**config.mk**
```make
export PLATFORM = sky130hd
export DESIGN_NAME = mem_req_scheduler
export DESIGN_NICKNAME = d
export VERILOG_FILES = /design/src/rtl/mem_sched_pkg.sv /design/src/rtl/mem_sched_arb.sv /design/src/rtl/mem_req_scheduler.sv
export SDC_FILE = /design/constraint.sdc
export NUM_CORES = 1
export LEC_CHECK = 0
export CELL_PAD_IN_SITES_DETAIL_PLACEMENT = 0
export CELL_PAD_IN_SITES_GLOBAL_PLACEMENT = 1
export CORE_MARGIN = 3
export CORE_UTILIZATION = 28
export CTS_CLUSTER_SIZE = 8
export DETAILED_ROUTE_END_ITERATION = 6
export GPL_TIMING_DRIVEN = 0
export PLACE_DENSITY = 0.73
export SYNTH_ARGS = -nofsm -noshare
export SYNTH_HDL_FRONTEND = slang
export SYNTH_SLANG_ARGS = --single-unit
```
**constraint.sdc**
```tcl
create_clock -name clk -period 1.5 [get_ports clk]
set_input_delay 0.225 -clock clk [delete_from_list [all_inputs] [get_ports clk]]
set_output_delay 0.225 -clock clk [all_outputs]
set_load 0.01 [all_outputs]
```
**src/rtl/mem_sched_pkg.sv**
```systemverilog
// Shared types and constants for the SDRAM coupler request scheduler.
// Holds the FSM state encoding and the cache-line address helper.
package mem_sched_pkg;

  localparam int LINE_OFFSET_BITS = 4;

  typedef enum logic [2:0] {
    IDLE   = 3'd0,
    ST_REQ = 3'd1,
    ST_RUN = 3'd2,
    LD_REQ = 3'd3,
    LD_RUN = 3'd4,
    COOL   = 3'd5
  } sched_state_e;

  // True when both addresses fall in the same cache line.
  function automatic logic same_line(input logic [31:0] a, input logic [31:0] b);
    return a[31:LINE_OFFSET_BITS] == b[31:LINE_OFFSET_BITS];
  endfunction

endpackage

```
**src/rtl/mem_sched_arb.sv**
```systemverilog
// Combinational grant decision between write-buffer drain and cache-line fill.
// Loads win by default; a store wins on full buffer, streak limit, no load, or RAW hit.
module mem_sched_arb (
  input  logic wb_req,
  input  logic wb_full,
  input  logic miss_req,
  input  logic streak_hit,
  input  logic raw_hit,
  output logic grant_st,
  output logic grant_ld
);

  always_comb begin
    grant_st = wb_req & (wb_full | streak_hit | ~miss_req | raw_hit);
    grant_ld = miss_req & ~grant_st;
  end

endmodule

```
**src/rtl/mem_req_scheduler.sv**
```systemverilog
// Arbitrates stores and line fills onto the SDRAM coupler and tracks its busy handshake.
// Optional MEM_RAW_CHECK_EN: a store to the missing line is drained before the fill.
module mem_req_scheduler
  import mem_sched_pkg::*;
#(
  parameter int MAX_LD_STREAK = 4,
  parameter int STREAK_W      = 3,
  parameter int TRIG_TIMEOUT  = 8,
  parameter int TMO_W         = 4
) (
  input  logic        clk,
  input  logic        reset,
  input  logic        wb_req,
  input  logic        wb_full,
  input  logic [31:0] wb_addr,
  output logic        wb_done,
  input  logic        miss_req,
  input  logic [31:0] miss_addr,
  output logic        miss_done,
  output logic        store_trigger,
  output logic        load_trigger,
  output logic [31:0] ld_addr,
  input  logic        st_busy,
  input  logic        ld_busy,
  output logic        sched_err
);

  localparam logic [STREAK_W-1:0] STREAK_MAX = STREAK_W'(MAX_LD_STREAK);
  localparam logic [TMO_W-1:0]    TMO_LAST   = TMO_W'(TRIG_TIMEOUT - 1);

  sched_state_e        state_q, state_d;
  logic [STREAK_W-1:0] streak_q, streak_d;
  logic [TMO_W-1:0]    tmo_q, tmo_d;
  logic                st_trig_q, st_trig_d;
  logic                ld_trig_q, ld_trig_d;
  logic [31:0]         ld_addr_q, ld_addr_d;
  logic                wb_done_q, wb_done_d;
  logic                miss_done_q, miss_done_d;
  logic                err_q, err_d;

  logic streak_hit;
  logic raw_hit;
  logic grant_st;
  logic grant_ld;

  assign streak_hit = (streak_q == STREAK_MAX);

`ifdef MEM_RAW_CHECK_EN
  assign raw_hit = miss_req & wb_req & same_line(miss_addr, wb_addr);
`else
  logic unused_wb_addr;
  assign raw_hit        = 1'b0;
  assign unused_wb_addr = ^wb_addr;
`endif

  mem_sched_arb u_arb (
    .wb_req     (wb_req),
    .wb_full    (wb_full),
    .miss_req   (miss_req),
    .streak_hit (streak_hit),
    .raw_hit    (raw_hit),
    .grant_st   (grant_st),
    .grant_ld   (grant_ld)
  );

  always_comb begin
    // NOTE: every _d gets a default before the case so no path leaves it unassigned and infers a latch.
    state_d     = state_q;
    streak_d    = streak_q;
    tmo_d       = '0;
    st_trig_d   = st_trig_q;
    ld_trig_d   = ld_trig_q;
    ld_addr_d   = ld_addr_q;
    wb_done_d   = 1'b0;
    miss_done_d = 1'b0;
    err_d       = err_q;

    unique case (state_q)
      IDLE: begin
        if (!wb_req) streak_d = '0;
        if (!st_busy && !ld_busy) begin
          if (grant_st) begin
            st_trig_d = 1'b1;
            streak_d  = '0;
            state_d   = ST_REQ;
          end else if (grant_ld) begin
            ld_trig_d = 1'b1;
            ld_addr_d = miss_addr;
            if (wb_req && !streak_hit) streak_d = streak_q + 1'b1;
            state_d   = LD_REQ;
          end
        end
      end

      ST_REQ: begin
        if (st_busy) begin
          st_trig_d = 1'b0;
          state_d   = ST_RUN;
        end else if (tmo_q == TMO_LAST) begin
          st_trig_d = 1'b0;
          err_d     = 1'b1;
          state_d   = IDLE;
        end else begin
          tmo_d = tmo_q + 1'b1;
        end
      end

      LD_REQ: begin
        if (ld_busy) begin
          ld_trig_d = 1'b0;
          state_d   = LD_RUN;
        end else if (tmo_q == TMO_LAST) begin
          ld_trig_d = 1'b0;
          err_d     = 1'b1;
          state_d   = IDLE;
        end else begin
          tmo_d = tmo_q + 1'b1;
        end
      end

      ST_RUN: begin
        if (!st_busy) begin
          wb_done_d = 1'b1;
          state_d   = COOL;
        end
      end

      LD_RUN: begin
        if (!ld_busy) begin
          miss_done_d = 1'b1;
          state_d     = COOL;
        end
      end

      // Gives the coupler one cycle to settle back to idle before the next trigger.
      COOL:    state_d = IDLE;
      default: state_d = IDLE;
    endcase
  end

  // NOTE: sequential state uses <= so every register samples the pre-edge values of the others.
  always_ff @(posedge clk or posedge reset) begin
    if (reset) begin
      state_q     <= IDLE;
      streak_q    <= '0;
      tmo_q       <= '0;
      st_trig_q   <= 1'b0;
      ld_trig_q   <= 1'b0;
      ld_addr_q   <= '0;
      wb_done_q   <= 1'b0;
      miss_done_q <= 1'b0;
      err_q       <= 1'b0;
    end else begin
      state_q     <= state_d;
      streak_q    <= streak_d;
      tmo_q       <= tmo_d;
      st_trig_q   <= st_trig_d;
      ld_trig_q   <= ld_trig_d;
      ld_addr_q   <= ld_addr_d;
      wb_done_q   <= wb_done_d;
      miss_done_q <= miss_done_d;
      err_q       <= err_d;
    end
  end

  assign store_trigger = st_trig_q;
  assign load_trigger  = ld_trig_q;
  assign ld_addr       = ld_addr_q;
  assign wb_done       = wb_done_q;
  assign miss_done     = miss_done_q;
  assign sched_err     = err_q;

endmodule

```
Word level (Yosys, flattened, before mapping)
Cells that the tools add are included.
{ "classes": {"n_addsub": 2, "multipliers": 0, "div_mod_pow": 0, "magnitude_cmp": 0, "n_eq_ne": 17, "n_shift": 0, "mux": 36, "bitwise": 6, "n_reduce_logical": 14} }
{ "ops": {"columns": ["operator", "n"], "rows": [
  ["$mux 3", 13],
  ["$ne 2x2->1 const B", 8],
  ["$mux 1", 15],
  ["$pmux 3 s5", 1],
  ["$mux 4", 3],
  ["$reduce_and 4->1", 3],
  ["$ne 3x3->1 const B", 3],
  ["$pmux 4 s2", 1],
  ["$eq 3x2->1 const B", 2],
  ["$eq 3x3->1 const B", 2],
  ["$pmux 1 s2", 3],
  ["$reduce_bool 2->1", 3],
  ["$reduce_and 5->1", 1],
  ["$add 4x1->4 const B", 1],
  ["$eq 4x3->1 const B", 1],
  ["$add 3x1->3 const B", 1],
  ["$eq 3x1->1 const B", 1],
  ["$logic_not 1->1", 3],
  ["$logic_not 3->1", 1],
  ["$reduce_and 3->1", 1],
  ["$and 1x1->1", 2],
  ["$logic_and 1x1->1", 2],
  ["$not 1->1", 2],
  ["$or 1x1->1", 2]
]} }
{ "word_totals": {"regBits": 47, "latch_bits": 0, "ramBits": 0, "mem_bits_ro": 0, "inputBits": 71, "output_inout_bits": 37, "elab_cells": 84, "mem_count": 0} }

Longest topological paths before layout
{ "depth": {"depth_word": 10, "depth_mapped": 7, "mapped_depth_nobuf": 6} }

By module
From an unflattened synthesis, not the netlist that was laid out.
{ "unflattened": {"cells_unflattened": 155, "area_unflattened_um2": 2031.9} }
{ "modules_own_cells": {"columns": ["module", "instances", "cells_each", "area_each_um2", "seq_area_each_um2"], "rows": [
  ["mem_req_scheduler", 1, 151, 2005.7, 1176.1],
  ["mem_sched_arb", 1, 4, 26.3, 0.0]
]} }

Worst setup path before layout
No wires, ideal clock.
{ "synth_timing": {"kind": "register -> register", "startpoint": "register state_q[1]", "endpoint": "register ld_addr_q[0], in the netlist ld_addr[0]", "setup_time_ns": 0.125, "arrival_time_ns": 1.482, "required_time_ns": 1.375, "slack_ns": -0.107, "path_stages_with_launch": 7, "path_buffers": 2, "period_less_slack_ns": 1.607, "cell_sequence": "dfrtp_1 buf_6 nor3_4 and3_4 nand2_4 buf_12 mux2_4"} }
{ "synth_between": {"elab_chain_len": 2} }
{ "synth_lines": {"columns": ["item", "line_no", "source"], "rows": [
  ["from (decl)", "mem_req_scheduler.sv:31", "sched_state_e state_q, state_d;"],
  ["from (signal assigned)", "mem_req_scheduler.sv:154", "state_q <= state_d;"],
  ["$logic_not 3->1", "mem_req_scheduler.sv:78", "unique case (state_q)"],
  ["$reduce_and 4->1 (no line)", null, null],
  ["to (signal assigned)", "mem_req_scheduler.sv:159", "ld_addr_q <= ld_addr_d;"],
  ["to (decl)", "mem_req_scheduler.sv:36", "logic [31:0] ld_addr_q, ld_addr_d;"]
]} }
Every way passes these cells.
A chain may end at the register's enable or synchronous reset.

Worst setup path after layout
{ "layout_timing": {"startpoint": "register state_q[1]", "endpoint": "register ld_addr_q[12], in the netlist ld_addr[12]"} }
Same word-level chain as after synthesis.

==> results by group <==
Status
  • Outcome: finished, violations left
  • Failing checks: negative setup slack

Timing
  • Final Max Slew Viols: 0
  • Skew final: approximately 0.0053 ns
  • Final worst path period share: 1.12
  • Worst-margin pin slew: approximately 0.42 ns
  • Max frequency: between 500 and 600 MHz
  • Min Tclk post-route: about 1.7 ns
  • Slew HR: 0.716
  • Finish-stage setup viols: 32
  • RSZ-0062 raised after global routing: yes
  • Setup TNS: -5.18 ns
  • Hold Fails Final Rpt: 0
  • Fin worst setup slack: -0.183 ns

Flow run
  • Max-Cap Viols: 0

Worst hold path
  • Hold Path Class: input pin to async pin

Layout
  • P&R area growth vs syn: 58.7%
  • Commonest non-fill, non-tap cell in the layout: clkdlybuf4s50_1
  • Share of cells above drive strength 1: 0.331
  • Nets: 337
  • Commonest non-fill, non-tap cells in the layout: 75 x clkdlybuf4s50_1, 47 x dfrtp_1, 30 x mux2_4
  • Diodes inserted: 0
  • Final Cell Area: 3480 um^2

Yosys
  • Top FF cell, synth: dfrtp_1
  • Area contributors post-synth: dfrtp_1 54%, mux2_4 21%, buf_12 2.7%
  • EDFF count, synth: 0
  • Mapped Nets: 231
  • Post-synth ARST share: 1.00
  • Cell count after synthesis: 157
  • Seq/Total Area, Yosys: 0.537
  • Yosys top cell area share: 0.537
  • Register bit total from synthesis: between 40 and 50
  • Syn. warnings: 0
  • Synth cell types: 38
  • Post-Syn Area: between 2000 and 2500 um^2
  • Avg Cell Area, Syn: ~14 um^2
  • Post-synth top area cell: dfrtp_1

Routing
  • Routed wl met2: 2360 um
  • Drt first pass iters: 4
  • Uppermost routed layer: met4
  • M1 WL: 2300 um
  • Vias per cell: approximately 4.5
  • Met3 routed WL: about 370 um
  • DR iter-0 viols: 44
  • Total number of vias: roughly 1.6k
  • Routed wire length: 5120 um
  • Routed len/inst: between 10 and 15 um
  • Post-route DRC: 0
  • Detail Route Antenna Nets: 0

Floorplan
  • Die Y: about 94 um
  • Cell Rows: 31
  • Chip width: about 94 um
  • Io pins: ~110
  • Initial Util: 0.296
  • Die area: roughly 8900 um^2
  • Core ar.: 7410 um^2

CTS
  • Clk buf depth: 2
  • H-Tree Level Count: 2
  • Clock Sinks: 47
  • Worst-path clk slew: 0.08 ns
  • Clock Tree Root: clkbuf_8
  • CTS Buf Count: 5
  • Clk Latency, worst-skew pair: ~0.3 ns
  • CTS tree: yes
  • CTS hold repair buffers: 0

Critical path
  • Max incr delay on CP: ~0.38 ns
  • Critical path arrival: around 1.9 ns
  • Worst-path fanout max: 5
  • Critical path's slowest cell: dfrtp_1
  • Most common cell type on the critical path: buf_12
  • CP Cell Sequence: buf_6 -> nor3_4 -> and3_4 -> nand2_4 -> buf_12 -> buf_12 -> mux2_4
  • CP Class: register to register
  • Data required, critical path: approximately 1.7 ns
  • Crit start category: register
  • Type of element capturing the critical path: register

Global route
  • Grt ovf: 0
  • First-pass GRT wire length: between 8000 and 9000 um
  • Initial antenna violation count: 0
  • Vias in the first global route: between 1.5k and 2k
  • GRT Util Overall: 0.118
  • Largest net degree at the start of global routing: 37

Placement
  • DP Area: just over 3000 um^2
  • Hpwl dp: 3380 um
  • Pre-CTS setup slack: -0.535 ns
  • Routability cong.: 0.783
  • PortBufs: 75

Pwr
  • Total power: 0.00576 W
  • PD cells: around 1700 nW/um^2
  • P_leak: around 1.6 nW
  • Peak VDD IR: just over 0.7 mV
-- state kept, by name, indices dropped and copies added (netlist names) --
signal	flops
ld_addr	32
tmo_q	4
state_q	3
streak_q	3
load_trigger	1
miss_done	1
sched_err	1
store_trigger	1
wb_done	1
-- critical path: cells and delay by family, from the launching register on --
family | cells | cell delay [ns]
flops | 1 | 0.38
buf+inv | 3 | 0.41
simple gates | 3 | 0.47
mux | 1 | 0.29
-- final timing paths --
check | from | end | slack, ns | cells past startpoint
worst min register to register | sched_err$_DFFE_PP0P_ | sched_err$_DFFE_PP0P_ | 0.49 | 1
worst max register to register | state_q[1]$_DFFE_PP0P_ | ld_addr[12]$_DFFE_PP0P_ | -0.18 | 7
min in group clk | sched_err$_DFFE_PP0P_ | sched_err$_DFFE_PP0P_ | 0.49 | 1
worst max-delay path | state_q[1]$_DFFE_PP0P_ | ld_addr[12]$_DFFE_PP0P_ | -0.18 | 7
worst min-delay path | reset | ld_addr[2]$_DFFE_PP0P_ | 0.19 | 2
max in group asynchronous | reset | state_q[2]$_DFFE_PP0P_ | 0.83 | 3
-- metrics by stage --
stage          cells  hold slack [ns]   util
5_1_grt          362            0.197  0.470
2_1_floorplan    157            0.291      -
3_3_place_gp     331            0.450  0.414
4_1_cts          356            0.193  0.460
3_5_place_dp     332            0.455  0.417
6_report         362            0.190  0.470
-- synthesized netlist by cell type, types with 2 or more instances --
cell type,n
nand2_1,5
buf_12,3
a31oi_1,3
and3b_1,2
dfrtp_1,47
and2_1,2
mux2_4,30
nor3_1,3
nor2_1,8
ha_1,3
o21ai_0,9
a21oi_1,5
nand2b_1,2
inv_1,9
o2111ai_1,2
mux2_2,2
-- layer usage --
metal  vias to the layer above  track usage
li1                        772            -
met1                       793        0.158
met2                        61        0.183
met3                         9       0.0327
met4                         0       0.0397
met5                         -            0
-- report_power, final --
part           leakage (nW)  switching (W)  internal (W)
registers             0.589       0.000277       0.00179
clock network        0.0440       0.000413      0.000319
logic                 0.982        0.00104       0.00192
total                  1.61        0.00174       0.00403
-- layout make-up --
class | instances | area (um^2)
buffer | 6 | 87.6
clock inverter | 2 | 13.8
sequential | 47 | 1180
tap | 99 | 124
multi-input combinational | 95 | 947
timing repair buffer | 99 | 1030
fill | 684 | 3930
inverter | 9 | 33.8
clock buffer | 5 | 68.8
-- repair_timing --
action / CTS / global route
setup buffers: 14 / 6
pin swaps: 6 / 6
gates resized for setup: 12 / 8
gates cloned: 3 / 0
endpoints found under the setup margin: 33 / 38
-- cell families after synthesis --
logic type / after synthesis / synth area share
mux: 32 / 0.216
simple gates: 29 / 0.0776
xor+xnor: 2 / 0.00799
compound gates: 29 / 0.0919
flops: 47 / 0.537
fa+ha+maj: 3 / 0.0171
buf+inv: 15 / 0.0531
Note: power is estimated with default switching activity, not from simulation.
